### config.mk
export PLATFORM = sky130hd
export DESIGN_NAME = reset_sequencer
export DESIGN_NICKNAME = d
export VERILOG_FILES = /design/src/rtl/reset_seq_pkg.sv /design/src/rtl/reset_sync.sv /design/src/rtl/reset_sequencer.sv
export SDC_FILE = /design/constraint.sdc
export NUM_CORES = 1
export LEC_CHECK = 0
export CAP_MARGIN = 15
export CELL_PAD_IN_SITES_DETAIL_PLACEMENT = 0
export CELL_PAD_IN_SITES_GLOBAL_PLACEMENT = 1
export CORE_MARGIN = 4
export CORE_UTILIZATION = 30
export DETAILED_ROUTE_END_ITERATION = 8
export PLACE_DENSITY = 0.53
export SETUP_SLACK_MARGIN = 0.15
export SYNTH_ARGS = -nofsm -noshare
export SYNTH_HDL_FRONTEND = slang
export SYNTH_SLANG_ARGS = --single-unit
### constraint.sdc
create_clock -name clk -period 2.5 [get_ports clk]
set_input_delay 0.5 -clock clk [delete_from_list [all_inputs] [get_ports clk]]
set_output_delay 0.5 -clock clk [all_outputs]
set_load 0.1 [all_outputs]
### src/rtl/reset_seq_pkg.sv
// reset_sequencer shared types
// FSM state encoding and reset-cause codes
package reset_seq_pkg;

  typedef enum logic [1:0] {
    ASSERT  = 2'd0,
    RELEASE = 2'd1,
    RUN     = 2'd2
  } seq_state_t;

  localparam logic [1:0] CAUSE_EXT  = 2'b01;
  localparam logic [1:0] CAUSE_SOFT = 2'b10;

endpackage

### src/rtl/reset_sync.sv
// reset_sync: async-assert / sync-deassert chain
// ports: clk, rst_n (async, active low), sync (high once released)
module reset_sync #(
  parameter int STAGES = 2
) (
  input  logic clk,
  input  logic rst_n,
  output logic sync
);

  logic [STAGES-1:0] chain;

  always_ff @(posedge clk or negedge rst_n) begin
    if (!rst_n) begin
      chain <= '0;
    end else begin
      chain <= {chain[STAGES-2:0], 1'b1};
    end
  end

  assign sync = chain[STAGES-1];

endmodule

### src/rtl/reset_sequencer.sv
// reset_sequencer: staged, ordered release of domain resets
// ports: clk, reset (async low), soft_req, rst_n_out, ready, reset_cause
module reset_sequencer
  import reset_seq_pkg::*;
#(
  parameter int SYNC_STAGES = 2,
  parameter int HOLD_CYCLES = 16,
  parameter int NUM_DOMAINS = 3,
  parameter int STAGE_GAP   = 8
) (
  input  logic                   clk,
  input  logic                   reset,
  input  logic                   soft_req,
  output logic [NUM_DOMAINS-1:0] rst_n_out,
  output logic                   ready,
  output logic [1:0]             reset_cause
);

  localparam int HW = $clog2(HOLD_CYCLES + 1);
  localparam int GW = $clog2(STAGE_GAP + 1);
  localparam int IW = $clog2(NUM_DOMAINS + 1);

  localparam logic [HW-1:0] HOLD_LAST = HW'(HOLD_CYCLES - 1);
  localparam logic [GW-1:0] GAP_LAST  = GW'(STAGE_GAP - 1);
  localparam logic [IW-1:0] IDX_LAST  = IW'(NUM_DOMAINS - 1);

  seq_state_t    state;
  logic [HW-1:0] hold_cnt;
  logic [GW-1:0] gap_cnt;
  logic [IW-1:0] idx;
  logic          sync_ok;

  reset_sync #(
    .STAGES (SYNC_STAGES)
  ) u_sync (
    .clk   (clk),
    .rst_n (reset),
    .sync  (sync_ok)
  );

  always_ff @(posedge clk or negedge reset) begin
    if (!reset) begin
      state       <= ASSERT;
      hold_cnt    <= '0;
      gap_cnt     <= '0;
      idx         <= '0;
      rst_n_out   <= '0;
      ready       <= 1'b0;
      reset_cause <= CAUSE_EXT;
    end else begin
      unique case (state)
        ASSERT: begin
          if (sync_ok) begin
            if (hold_cnt == HOLD_LAST) begin
              rst_n_out <= NUM_DOMAINS'(1);
              gap_cnt   <= '0;
              idx       <= IW'(1);
              // a single domain finishes on its first release
              if (NUM_DOMAINS == 1) begin
                ready <= 1'b1;
                state <= RUN;
              end else begin
                state <= RELEASE;
              end
            end else begin
              hold_cnt <= hold_cnt + HW'(1);
            end
          end
        end
        RELEASE: begin
          if (gap_cnt == GAP_LAST) begin
            rst_n_out <= rst_n_out | (NUM_DOMAINS'(1) << idx);
            gap_cnt   <= '0;
            if (idx == IDX_LAST) begin
              ready <= 1'b1;
              state <= RUN;
            end else begin
              idx <= idx + IW'(1);
            end
          end else begin
            gap_cnt <= gap_cnt + GW'(1);
          end
        end
        RUN: begin
          // synchronizer stays released, so hold restarts next edge
          if (soft_req) begin
            rst_n_out   <= '0;
            ready       <= 1'b0;
            reset_cause <= CAUSE_SOFT;
            hold_cnt    <= '0;
            gap_cnt     <= '0;
            idx         <= '0;
            state       <= ASSERT;
          end
        end
        default: begin
          state <= ASSERT;
        end
      endcase
    end
  end

endmodule

==> results of run 1 <==
[power groups by stage]
stage | combinational (mW) | clock [mW] | sequential, mW
5_1_grt | 0.667 | 0.246 | 0.523
3_3_place_gp | 0.584 | 0 | 0.513
3_5_place_dp | 0.585 | 0 | 0.515
2_1_floorplan | 0.359 | 0 | 0.603
4_1_cts | 0.590 | 0.237 | 0.508
6_report | 0.585 | 0.228 | 0.508
[cell type report]
class	instances	share of cell area
flip-flops and latches	21	0.395
clock buffers	3	0.0310
repair buffers	11	0.0657
inverters	10	0.0281
clock inverters	1	0.00375
multi-input cells	81	0.432
well taps	48	0.0450
[worst register-to-register path: stages, from the launching register on]
cell       delay (ps)
dfrtp_1           410
ha_1              240
and3_1            200
ha_1              230
nand2b_1          180
a211oi_2          480
o21ai_0           160
o2bb2ai_1         150
[cells in the mapped netlist (all sizes together) (2+ instances only)]
master / number
dfrtp: 20
ha: 10
inv: 10
nand2: 10
o21ai: 10
nand3: 6
nor3: 5
nand3b: 4
a21oi: 3
nand2b: 3
o211ai: 3
or3: 3
a22o: 2
a31oi: 2
clkbuf: 2
mux2i: 2
nand4b: 2
nor2: 2
[kinds of logic after synthesis]
family,count (synthesis),share of synthesized area
fa+ha+maj,10,0.109
buf+inv,13,0.0434
simple gates,40,0.195
flops,21,0.457
mux,2,0.0174
other cells,1,0.00325
compound gates,28,0.175
[state kept, by name (all words and copies together), names as in the netlist]
register	count
u_sync.chain	2
idx	2
state	2
hold_cnt	5
gap_cnt	4
reset_cause	2
ready	1
rst_n_out	3
[worst paths after layout]
path | start | to | slack, ps
hold reg to reg | u_sync.chain[0]$_DFF_PN0_ | u_sync.chain[1]$_DFF_PN0_ | 350
setup / recovery | hold_cnt[0]$_DFFE_PN0P_ | hold_cnt[2]$_DFFE_PN0P_ | 340
hold / removal | u_sync.chain[0]$_DFF_PN0_ | u_sync.chain[1]$_DFF_PN0_ | 350
setup reg to reg | hold_cnt[0]$_DFFE_PN0P_ | hold_cnt[2]$_DFFE_PN0P_ | 340
min in group asynchronous | reset | idx[1]$_DFFE_PN0P_ | 530
max in group asynchronous | reset | hold_cnt[2]$_DFFE_PN0P_ | 1420
[stage by stage]
step | cells | power [mW] | utilization
detailed placement | 171 | 1.10 | 0.349
finish | 175 | 1.32 | 0.362
floorplan | 115 | 0.962 | -
CTS | 175 | 1.34 | 0.362
global route | 175 | 1.44 | 0.362
global placement | 171 | 1.10 | 0.349
[per-layer routing]
| metal | wire [µm] | global-route usage | vias up | part of all wire |
|---|---|---|---|---|
| li1 | - | - | 433 | - |
| met1 | 1190 | 0.148 | 412 | 0.51 |
| met2 | 1000 | 0.165 | 14 | 0.43 |
| met3 | 94 | 0.0259 | 5 | 0.040 |
| met4 | 44 | 0.0447 | 0 | 0.019 |
| met5 | 0 | 0 | - | 0 |
==> results.json, run 1 <==
{
  "layout_common_cells": "dfrtp_1 (20), inv_1 (10), o21ai_0 (10), nand2_1 (10), ha_1 (10)",
  "cts_buffers": 3,
  "seq_area_um2": 527,
  "post-cts-setup-buffers": 0,
  "routedWlPerCell_um": 13.3,
  "pre_cts_ws_ps": 311,
  "tightestPinTransition_ps": 543,
  "worst_setup_path_end_kind": "flop",
  "die_x_um": 70.0,
  "outcome": "completed",
  "drive_gt1_frac": 0.142,
  "critPathLaunchType": "flop",
  "reg2regPathDepth": 7,
  "synthCells": 115,
  "gp_congestion": 0.770,
  "antenna_found_initial": 0,
  "combPwrFrac": 0.443,
  "ys.flop_type": "dfrtp_1",
  "hold_violations": 0,
  "switching_power_mw": 0.570,
  "grt_pass1_wl_um": 4280,
  "h-tree-depth": 1,
  "drv_slew": 0,
  "root_buffer": "clkbuf_8",
  "synth.ff_latch_count": 21,
  "drtAntennaViolNets": 0,
  "post-route-cell-area_mm2": 0.00133,
  "cts_num_sinks": 21,
  "leakagePower_nw": 0.604,
  "synthArstFlopShare": 1.00,
  "cts_buffer_depth": 2,
  "route.detailed.drc": 0,
  "n_fill_cell": 396,
  "setup_viol": 0,
  "cts_hold_buf": 0,
  "yosys.area.top_type_share": 0.434,
  "cts_tree": "done",
  "cts_resized": 0,
  "syn_nets": 128,
  "diodes": 0,
  "clkPwrFrac": 0.173,
  "finalClockSkew_ps": 9.51,
  "critPathTopFamily": "compound AO/OA/AOI/OAI gates",
  "hold_slack_ps": 353,
  "pin_count": 9,
  "port_buffers": 8,
  "maxCapViolations": 0,
  "switching_share": 0.431,
  "cp_num_cells": 7,
  "first_global_vias": 880,
  "rsz0062_at_grt": "no",
  "crit_chain": "ha_1 > and3_1 > ha_1 > nand2b_1 > a211oi_2 > o21ai_0 > o2bb2ai_1",
  "syn_area_per_cell_um2": 10.0,
  "worst_slack_ps": 340,
  "grt_max_degree": 16,
  "start_util": 0.312,
  "critPathMaxFanout": 7,
  "crit_top_cell": "ha_1",
  "drt_iter0_markers": 38,
  "pwr_density_cell_mw_per_mm2": 991,
  "slowest_stage": "a211oi_2",
  "seqPwrFrac": 0.385,
  "path_class": "flop to flop",
  "clkTransAtPathRegs_ps": 70,
  "crit_arrival_ps": 2310,
  "slowest_delay_ps": 480,
  "dp_hpwl_um": 1660,
  "dieHeight_um": 70.0,
  "ir_worst_vdd_mv": 0.559,
  "core_region_area_mm2": 0.00369,
  "worstHoldPathCells": 0,
  "fin_crit_ps": 2160,
  "synth-edff-count": 0,
  "via_per_inst": 4.94,
  "drtPass1Iterations": 4,
  "multiInputGateArea_um2": 576,
  "cp_num_buf_inv": 0,
  "overflow": 0,
  "worstPathRequired_ps": 2650,
  "gr-usage-all-layers": 0.109,
  "min_period_over_period": 0.864,
  "synth_cell_type_count": 35,
  "clkLatencyLatePin_ps": 270,
  "yosysWarnings": 0,
  "layout_commonest_cell": "dfrtp_1",
  "p_int_mw": 0.751,
  "relSlewSlack": 0.638,
  "ys_seq_area_frac": 0.457,
  "rows": 22,
  "area_growth_pct": 15.7,
  "nets": 141,
  "hold_path.class": "flop to flop",
  "wl_um": 2330,
  "syn-cell-area_mm2": 0.00115,
  "yosys.area.top_type": "dfrtp_1",
  "vias": 864,
  "placed_area_mm2": 0.00129,
  "fmax_ghz": 0.463,
  "setup_tns_ps": 0,
  "dieArea_mm2": 0.00490,
  "ys_top_cells_by_area": "dfrtp_1 (43%), ha_1 (11%), o21ai_0 (4.3%), inv_1 (3.3%), nand2_1 (3.3%)"
}
Note: power is estimated with default switching activity, not from simulation.
==> run 2: changes to the inputs <==
- CAP_MARGIN: 15 -> 20
- clock period: 2.5 -> 2.2 ns (I/O delays scaled with it)
==> run 2 against run 1 <==
  * Hold slack hardly changed
  * Worst setup slack worse by 120 ps
  * Sequential cell count stayed put
  * Routed wire length is 4.2% higher
  * Critical path type unchanged
  * Combinational power is 30% higher
  * Critical path depth stayed put
  * Via count is 1.4% higher
  * Sequential power is 14% higher
  * Clock skew is 6.9 ps lower
  * Total power is 21% higher
  * Critical endpoint is now idx[0]$_DFFE_PN0P_
  * Fmax is 8.9% higher
==> results.json, run 2 (synthesis gave the netlist of run 1 again) <==
{
  "hold_path.class": "flop to flop",
  "critPathLaunchType": "flop",
  "h-tree-depth": 1,
  "maxCapViolations": 0,
  "drtPass1Iterations": 4,
  "worst_slack_ps": 217,
  "fmax_ghz": 0.504,
  "root_buffer": "clkbuf_8",
  "hold_slack_ps": 353,
  "vias": 876,
  "drtAntennaViolNets": 0,
  "worst_setup_path_end_kind": "flop",
  "cts_num_sinks": 21,
  "p_int_mw": 0.929,
  "top_regs": "hold_cnt x5, gap_cnt x4, rst_n_out x3",
  "drt_iter0_markers": 19,
  "diodes": 0,
  "rows": 22,
  "pre_cts_ws_ps": 95.5,
  "setup_tns_ps": 0,
  "relSlewSlack": 0.636,
  "area_growth_pct": 20.6,
  "clkPwrFrac": 0.164,
  "leakagePower_nw": 0.630,
  "setup_viol": 0,
  "wl_um": 2430,
  "layout_common_cells": "dfrtp_1 (20), buf_4 (14)",
  "drv_slew": 0,
  "antenna_found_initial": 0,
  "dp_hpwl_um": 1650,
  "critPathMaxFanout": 7,
  "n_fill_cell": 390,
  "cts_buffers": 3,
  "min_period_over_period": 0.901,
  "crit_arrival_ps": 2130,
  "seqPwrFrac": 0.361,
  "finalClockSkew_ps": 2.59,
  "combPwrFrac": 0.476,
  "core_region_area_mm2": 0.00369,
  "worstPathRequired_ps": 2350,
  "largest_reg_flops": 5,
  "dieHeight_um": 70.0,
  "final_cells": 180,
  "pin_count": 9,
  "route.detailed.drc": 0,
  "grt_max_degree": 22,
  "place_inst": 173,
  "dieArea_mm2": 0.00490,
  "die_x_um": 70.0,
  "ir_worst_vdd_mv": 0.418,
  "outcome": "completed",
  "start_util": 0.312,
  "clkLatencyLatePin_ps": 260,
  "rsz0062_at_grt": "no",
  "nets": 146,
  "routedWlPerCell_um": 13.5,
  "port_buffers": 8,
  "fin_crit_ps": 1980,
  "via_per_inst": 4.87,
  "clkTransAtPathRegs_ps": 80,
  "gp_congestion": 0.717,
  "drive_gt1_frac": 0.182,
  "gr-usage-all-layers": 0.110,
  "overflow": 0,
  "switching_share": 0.420,
  "top_register": "hold_cnt",
  "grt_pass1_wl_um": 4370,
  "layout_commonest_cell": "dfrtp_1",
  "pwr_density_cell_mw_per_mm2": 1150,
  "first_global_vias": 919,
  "hold_violations": 0,
  "cts_tree": "done",
  "switching_power_mw": 0.672,
  "cts_buffer_depth": 2,
  "path_class": "flop to flop",
  "tightestPinTransition_ps": 545
}
-- run 2: worst max-delay path: stages, from the launching register on --
cell and delay [ps]:
dfrtp_1 410, ha_1 220, and3_1 190, ha_1 240, a21boi_4 220, or3_4 200, o21ai_0 100, a221o_1 300
-- run 2: area by class of cell --
class                   instances  area (µm²)  area share
multi-input cells              81         596       0.428
clock buffers                   4        45.0      0.0324
flip-flops and latches         21         527       0.379
well taps                      48        60.1      0.0432
inverters                      10        37.5      0.0270
repair buffers                 16         125      0.0900
-- run 2: timing repair --
item                                    CTS  global route
pin swaps                                 0             3
gates resized for setup                   1             2
setup buffers                             0             3
hold buffers                              0             0
hold endpoints to repair                  0             0
endpoints found under the setup margin    1             5
-- run 2: final timing paths --
path | from | end | slack (ps) | depth (start not counted)
hold reg to reg | u_sync.chain[0]$_DFF_PN0_ | u_sync.chain[1]$_DFF_PN0_ | 350 | 0
hold / removal | u_sync.chain[0]$_DFF_PN0_ | u_sync.chain[1]$_DFF_PN0_ | 350 | 0
max in group asynchronous | reset | reset_cause[0]$_DFFE_PN1P_ | 1400 | 2
setup reg to reg | hold_cnt[0]$_DFFE_PN0P_ | idx[0]$_DFFE_PN0P_ | 220 | 7
setup / recovery | hold_cnt[0]$_DFFE_PN0P_ | idx[0]$_DFFE_PN0P_ | 220 | 7
min in group asynchronous | reset | rst_n_out[2]$_DFFE_PN0P_ | 520 | 2
-- run 2: metal layers --
| layer | share of wire | vias up | GRT usage |
|---|---|---|---|
| met1 | 0.53 | 418 | 0.160 |
| met2 | 0.43 | 11 | 0.156 |
| met5 | 0 | - | 0 |
| met3 | 0.038 | 2 | 0.0302 |
| li1 | - | 445 | - |
| met4 | 0.0078 | 0 | 0.0319 |
-- run 2: per-stage QoR --
stage | util | power [mW] | area, µm²
floorplan | - | 1.09 | 1150
global placement | 0.353 | 1.29 | 1300
detailed placement | 0.353 | 1.29 | 1300
CTS | 0.367 | 1.56 | 1350
global route | 0.377 | 1.75 | 1390
finish | 0.377 | 1.60 | 1390
-- run 2: power by group through the flow --
stage	Clock [mW]	Sequential [mW]	Combinational, mW
floorplan	0	0.685	0.408
global placement	0	0.583	0.702
detailed placement	0	0.584	0.702
CTS	0.275	0.578	0.711
global route	0.291	0.595	0.863
finish	0.262	0.578	0.761
